<file path="src/rtl/reg_hold_scoreboard.sv">
// Register hold scoreboard with round-robin writeback arbitration.
//
// Tracks one hold bit per architectural register (16). An issued instruction
// sets its destination's hold bit. A granted writeback moves through a
// two-stage write pipeline. W1 registers the rf_* outputs. W2 is the edge
// where the register file captures the write and the hold bit clears.
//
// Optional feature: define SCOREBOARD_ERR_EN to add the sticky sb_err output.
// sb_err flags a write that retires to a register whose hold bit is clear.
//
// Ports:
//   clk, rst_n   clock (rising edge) and asynchronous active-low reset
//   issue_valid  issue presents an instruction with a destination register
//   issue_dest   destination register index
//   issue_ready  combinational; low while the destination is held (WAW stall)
//   wb_valid     per-unit writeback request
//   wb_dest      per-unit destination index, unit k at [4k+3:4k]
//   wb_data      per-unit result, unit k at [DATA_W*k +: DATA_W]
//   wb_grant     combinational one-hot round-robin grant
//   rf_we        registered write enable to the register file
//   rf_waddr     registered write index
//   rf_wdata     registered write data
//   hold_Q       hold vector, bit r set = register r has a pending write
//   sb_err       (SCOREBOARD_ERR_EN only) sticky unheld-write error
module reg_hold_scoreboard #(
  parameter int unsigned NUM_UNITS = 4,
  parameter int unsigned DATA_W    = 32
) (
  input  logic                          clk,
  input  logic                          rst_n,
  input  logic                          issue_valid,
  input  logic [3:0]                    issue_dest,
  output logic                          issue_ready,
  input  logic [NUM_UNITS-1:0]          wb_valid,
  input  logic [4*NUM_UNITS-1:0]        wb_dest,
  input  logic [DATA_W*NUM_UNITS-1:0]   wb_data,
  output logic [NUM_UNITS-1:0]          wb_grant,
  output logic                          rf_we,
  output logic [3:0]                    rf_waddr,
  output logic [DATA_W-1:0]             rf_wdata,
  output logic [15:0]                   hold_Q
`ifdef SCOREBOARD_ERR_EN
  ,
  output logic                          sb_err
`endif
);

  localparam int unsigned PtrW = (NUM_UNITS > 1) ? $clog2(NUM_UNITS) : 1;

  logic [15:0]       hold_q, hold_d;
  logic [PtrW-1:0]   rr_ptr_q, rr_ptr_d;
  logic              rf_we_q, rf_we_d;
  logic [3:0]        rf_waddr_q, rf_waddr_d;
  logic [DATA_W-1:0] rf_wdata_q, rf_wdata_d;
  logic              issue_fire;

  assign issue_ready = ~hold_q[issue_dest];
  assign issue_fire  = issue_valid & issue_ready;

  // Round-robin search starting at rr_ptr; the first valid unit wins.
  always_comb begin
    logic        found;
    int unsigned idx;
    found      = 1'b0;
    idx        = 0;
    wb_grant   = '0;
    rr_ptr_d   = rr_ptr_q;
    rf_we_d    = 1'b0;
    rf_waddr_d = rf_waddr_q;
    rf_wdata_d = rf_wdata_q;
    for (int unsigned i = 0; i < NUM_UNITS; i++) begin
      idx = (32'(rr_ptr_q) + i) % NUM_UNITS;
      if (!found && wb_valid[idx]) begin
        found         = 1'b1;
        wb_grant[idx] = 1'b1;
        rr_ptr_d      = PtrW'((idx + 1) % NUM_UNITS);
        rf_we_d       = 1'b1;
        rf_waddr_d    = wb_dest[4*idx +: 4];
        rf_wdata_d    = wb_data[DATA_W*idx +: DATA_W];
      end
    end
  end

  // The clear comes from the W1 register, so it coincides with the register-file
  // capture. The set is applied last so that it wins on the same register.
  always_comb begin
    hold_d = hold_q;
    if (rf_we_q) hold_d[rf_waddr_q] = 1'b0;
    if (issue_fire) hold_d[issue_dest] = 1'b1;
  end

  always_ff @(posedge clk or negedge rst_n) begin
    if (!rst_n) begin
      hold_q     <= '0;
      rr_ptr_q   <= '0;
      rf_we_q    <= 1'b0;
      rf_waddr_q <= '0;
      rf_wdata_q <= '0;
    end else begin
      hold_q     <= hold_d;
      rr_ptr_q   <= rr_ptr_d;
      rf_we_q    <= rf_we_d;
      rf_waddr_q <= rf_waddr_d;
      rf_wdata_q <= rf_wdata_d;
    end
  end

  assign hold_Q   = hold_q;
  assign rf_we    = rf_we_q;
  assign rf_waddr = rf_waddr_q;
  assign rf_wdata = rf_wdata_q;

`ifdef SCOREBOARD_ERR_EN
  logic sb_err_q;

  always_ff @(posedge clk or negedge rst_n) begin
    if (!rst_n) begin
      sb_err_q <= 1'b0;
    end else if (rf_we_q && !hold_q[rf_waddr_q]) begin
      sb_err_q <= 1'b1;
    end
  end

  assign sb_err = sb_err_q;
`endif

endmodule

</file>
<file path="config.mk">
export PLATFORM = sky130hd
export DESIGN_NAME = reg_hold_scoreboard
export DESIGN_NICKNAME = d
export VERILOG_FILES = /design/src/rtl/reg_hold_scoreboard.sv
export SDC_FILE = /design/constraint.sdc
export NUM_CORES = 1
export LEC_CHECK = 0
export BUFFER_PORTS_ARGS = -buffer_cell sky130_fd_sc_hd__buf_2
export CORE_MARGIN = 2
export CORE_UTILIZATION = 30
export CTS_BUF_LIST = sky130_fd_sc_hd__clkbuf_2 sky130_fd_sc_hd__clkbuf_4 sky130_fd_sc_hd__clkbuf_8
export DETAILED_ROUTE_END_ITERATION = 8
export PLACE_DENSITY = 0.57
export RECOVER_POWER = 25
export SLEW_MARGIN = 5
export SYNTH_ARGS = -nofsm -noshare
export SYNTH_HDL_FRONTEND = slang
export SYNTH_SLANG_ARGS = --single-unit
</file>
<file path="constraint.sdc">
create_clock -name clk -period 6.6 [get_ports clk]
set_clock_uncertainty 0.2 [all_clocks]
set_input_delay 1.32 -clock clk [delete_from_list [all_inputs] [get_ports clk]]
set_output_delay 1.32 -clock clk [all_outputs]
set_load 0.05 [all_outputs]
</file>
==> results.py <==
metrics = {
    "routing": {
        "vias": 4476,
        "final_antenna_net_count": 0,
        "wl_um": 14100,
        "routedWlPerCell_um": 17.8,
        "first_iter_violations": 342,
        "drc": 0,
        "firstDrtPassIters": 4,
        "vias_per_cell": 5.62,
    },
    "worst_setup_path": {
        "reg2reg_slack_ps": 1850,
        "rr_worst_depth": 12,
        "r2r-start": "rr_ptr_q[0]$_DFFE_PN0P_",
        "required_ps": 5080,
        "critPathMaxFanout": 14,
        "startpoint_type": "register",
        "critical_path_class": "register to primary output",
        "critPathCaptureType": "primary output",
        "worstPathArrival_ps": 3790,
        "reg2reg_to": "rf_wdata[30]$_DFFE_PN0P_",
    },
    "clocking": {
        "cts_setup_buffers": 0,
        "clk_latency_ps": 310,
        "clkTransAtPathRegs_ps": 90,
        "cts_inserted_buffers": 5,
        "cts_sinks": 55,
        "cts_root_buf": "clkbuf_8",
        "hold_buffers": 0,
        "cts_buffer_depth": 2,
        "cts_tree": "built",
        "htree_levels": 2,
        "cts.repair.resized": 0,
    },
    "layout": {
        "flow.area_growth_from_synthesis_pct": 30.5,
        "drive_gt1_share_pct": 39.4,
        "layout.nets": 786,
        "antenna_cells": 0,
    },
    "timing": {
        "rsz0062_at_grt": "false",
        "tns_ps": 0,
        "tightest_slew_ps": 3030,
        "setup_viol": 0,
        "slew_viol_final": 56,
        "slew_headroom_pct": -102,
        "period_share_pct": 80.5,
        "hold_violations": 0,
        "post-route-min-period_ps": 5310,
        "max_freq_ghz": 0.188,
    },
    "global_routing": {
        "grt_pass1_wl_um": 22700,
        "grt_max_degree": 73,
        "grt_busiest_layer": "met2",
        "grtUsageMet2_pct": 34.4,
        "grtUsageTotal_pct": 19.6,
        "globalRouteMet3Util_pct": 2.70,
        "grtUsageMet1_pct": 24.4,
        "grt_antenna_before_repair": 0,
        "gr-total-overflow": 0,
        "grt_pass1_vias": 4536,
    },
    "status": {
        "violations": "capacitance limit, slew limit",
        "status": "complete, but fails checks",
    },
    "placement": {
        "hpwlAfterDp_um": 10200,
        "portBuffers": 212,
        "place_congestion": 0.905,
    },
    "worst_hold_path": {
        "worstHoldStart": "hold_Q[6]$_DFF_PN0_",
        "hold_class": "register to register",
        "hold_end": "hold_Q[6]$_DFF_PN0_",
        "hold_path_depth": 2,
    },
    "floorplanning": {
        "die_w_um": 119,
        "rows": 41,
        "io_pins": 213,
        "core_sq_mm": 0.0127,
        "die_area_sq_mm": 0.0141,
        "die_h_um": 119,
        "start_util_pct": 31.0,
    },
    "synth": {
        "ys_ff_latch": 55,
        "avgSynthCellArea_sq_um": 8.92,
        "synth_edf_count": 0,
        "synth_area_leaders": "dfrtp_1 (35%), a32oi_1 (8.0%), o2bb2ai_1 (8.0%)",
        "ys_types": 39,
        "netlist_instances": 442,
        "ys_warn_count": 0,
        "ys_async_sr_fraction_pct": 100,
        "netlist_area_sq_mm": 0.00394,
        "ys_seq_area_share_pct": 34.9,
        "synthFlopType": "dfrtp_1",
        "synth_top_area_share_pct": 34.9,
        "syn_nets": 604,
        "yosys.area.top_type": "dfrtp_1",
    },
    "flow_run": {
        "cap_viol_max_count": 1,
    },
}
## logic make-up (layout without fill, tap and decap cells)
family	count (synthesis)	count (layout)	share of synthesized area [%]
xor gates and xnor gates	1	1	0.222
muxes	13	13	6.25
AOI/OAI and AO/OA	163	163	31.2
DFF	55	55	34.9
adders and majority gates	7	7	2.22
and+or+nand+nor	155	155	18.5
buffers and inverters	48	230	6.73
## critical path, stage by stage, from the launching register on
cell and delay [ps]:
dfrtp_1 750, inv_1 250, ha_1 590, mux4_2 660
or3_1 510, nor2_1 260, a22oi_1 100, o21ai_0 90
buf_2 290
## routing by layer
layer	vias up	part of all wire, %
met2	192	50
met4	0	2.7
li1	2064	-
met5	-	0
met3	31	5.4
met1	2189	42
## layout by cell type (no fill, tap or decap), drive strengths merged, types with 8 or more instances in the layout
master / netlist / routed
a22oi: 8 / 8
nand3: 38 / 38
dfrtp: 55 / 55
a32oi: 36 / 36
mux4: 9 / 9
buf: 25 / 216
o2bb2ai: 36 / 36
o21ai: 37 / 37
nor2: 10 / 10
o211ai: 36 / 36
nand2: 81 / 81
## worst max-delay path by stage
stage | start | to | depth (start not counted)
after floorplan | wb_valid[2] | wb_grant[0] | 4
after global placement | rr_ptr_q[0]$_DFFE_PN0P_ | wb_grant[2] | 8
after detailed placement | rr_ptr_q[0]$_DFFE_PN0P_ | wb_grant[2] | 8
after CTS | rr_ptr_q[0]$_DFFE_PN0P_ | wb_grant[2] | 8
after global routing | rr_ptr_q[0]$_DFFE_PN0P_ | wb_grant[0] | 8
final | rr_ptr_q[0]$_DFFE_PN0P_ | wb_grant[2] | 8
## state kept, by name, summed over array words and instances (netlist names)
register and cells:
rf_wdata 32, rf_we 1, rf_waddr 4, rr_ptr_q 2, hold_Q 16
## stage by stage
step	worst slack [ps]	area, sq um	instances	utilization [%]	hold slack (ps)
6_report	1290	5140	796	40.4	337
2_1_floorplan	1740	3940	442	-	597
3_5_place_dp	1650	5040	789	39.6	315
5_1_grt	981	5140	796	40.4	385
4_1_cts	1300	5150	796	40.5	336
3_3_place_gp	1740	5040	789	39.6	326
## layout make-up
cell class | count | area (sq um)
clock inverter | 1 | 30.0
timing repair buffer | 217 | 1090
multi-input combinational | 339 | 2330
inverter | 6 | 22.5
fill | 1350 | 7580
tap | 172 | 215
clock buffer | 6 | 76.3
sequential | 55 | 1380
## cells in the mapped netlist, types with 4 or more instances
master and count:
nand2_1 80, nand3_1 38, ha_1 7, a32oi_1 36
clkbuf_1 17, nand2b_1 7, a22oi_1 8, dfrtp_1 55
buf_6 9, inv_1 6, o211ai_1 36, nand3b_1 4
buf_2 14, o21ai_0 37, o2bb2ai_1 36, nor2_1 10
mux4_2 9
Power is not shown: default switching activity piles up to over one toggle a cycle in this logic, so the estimate is an artifact.
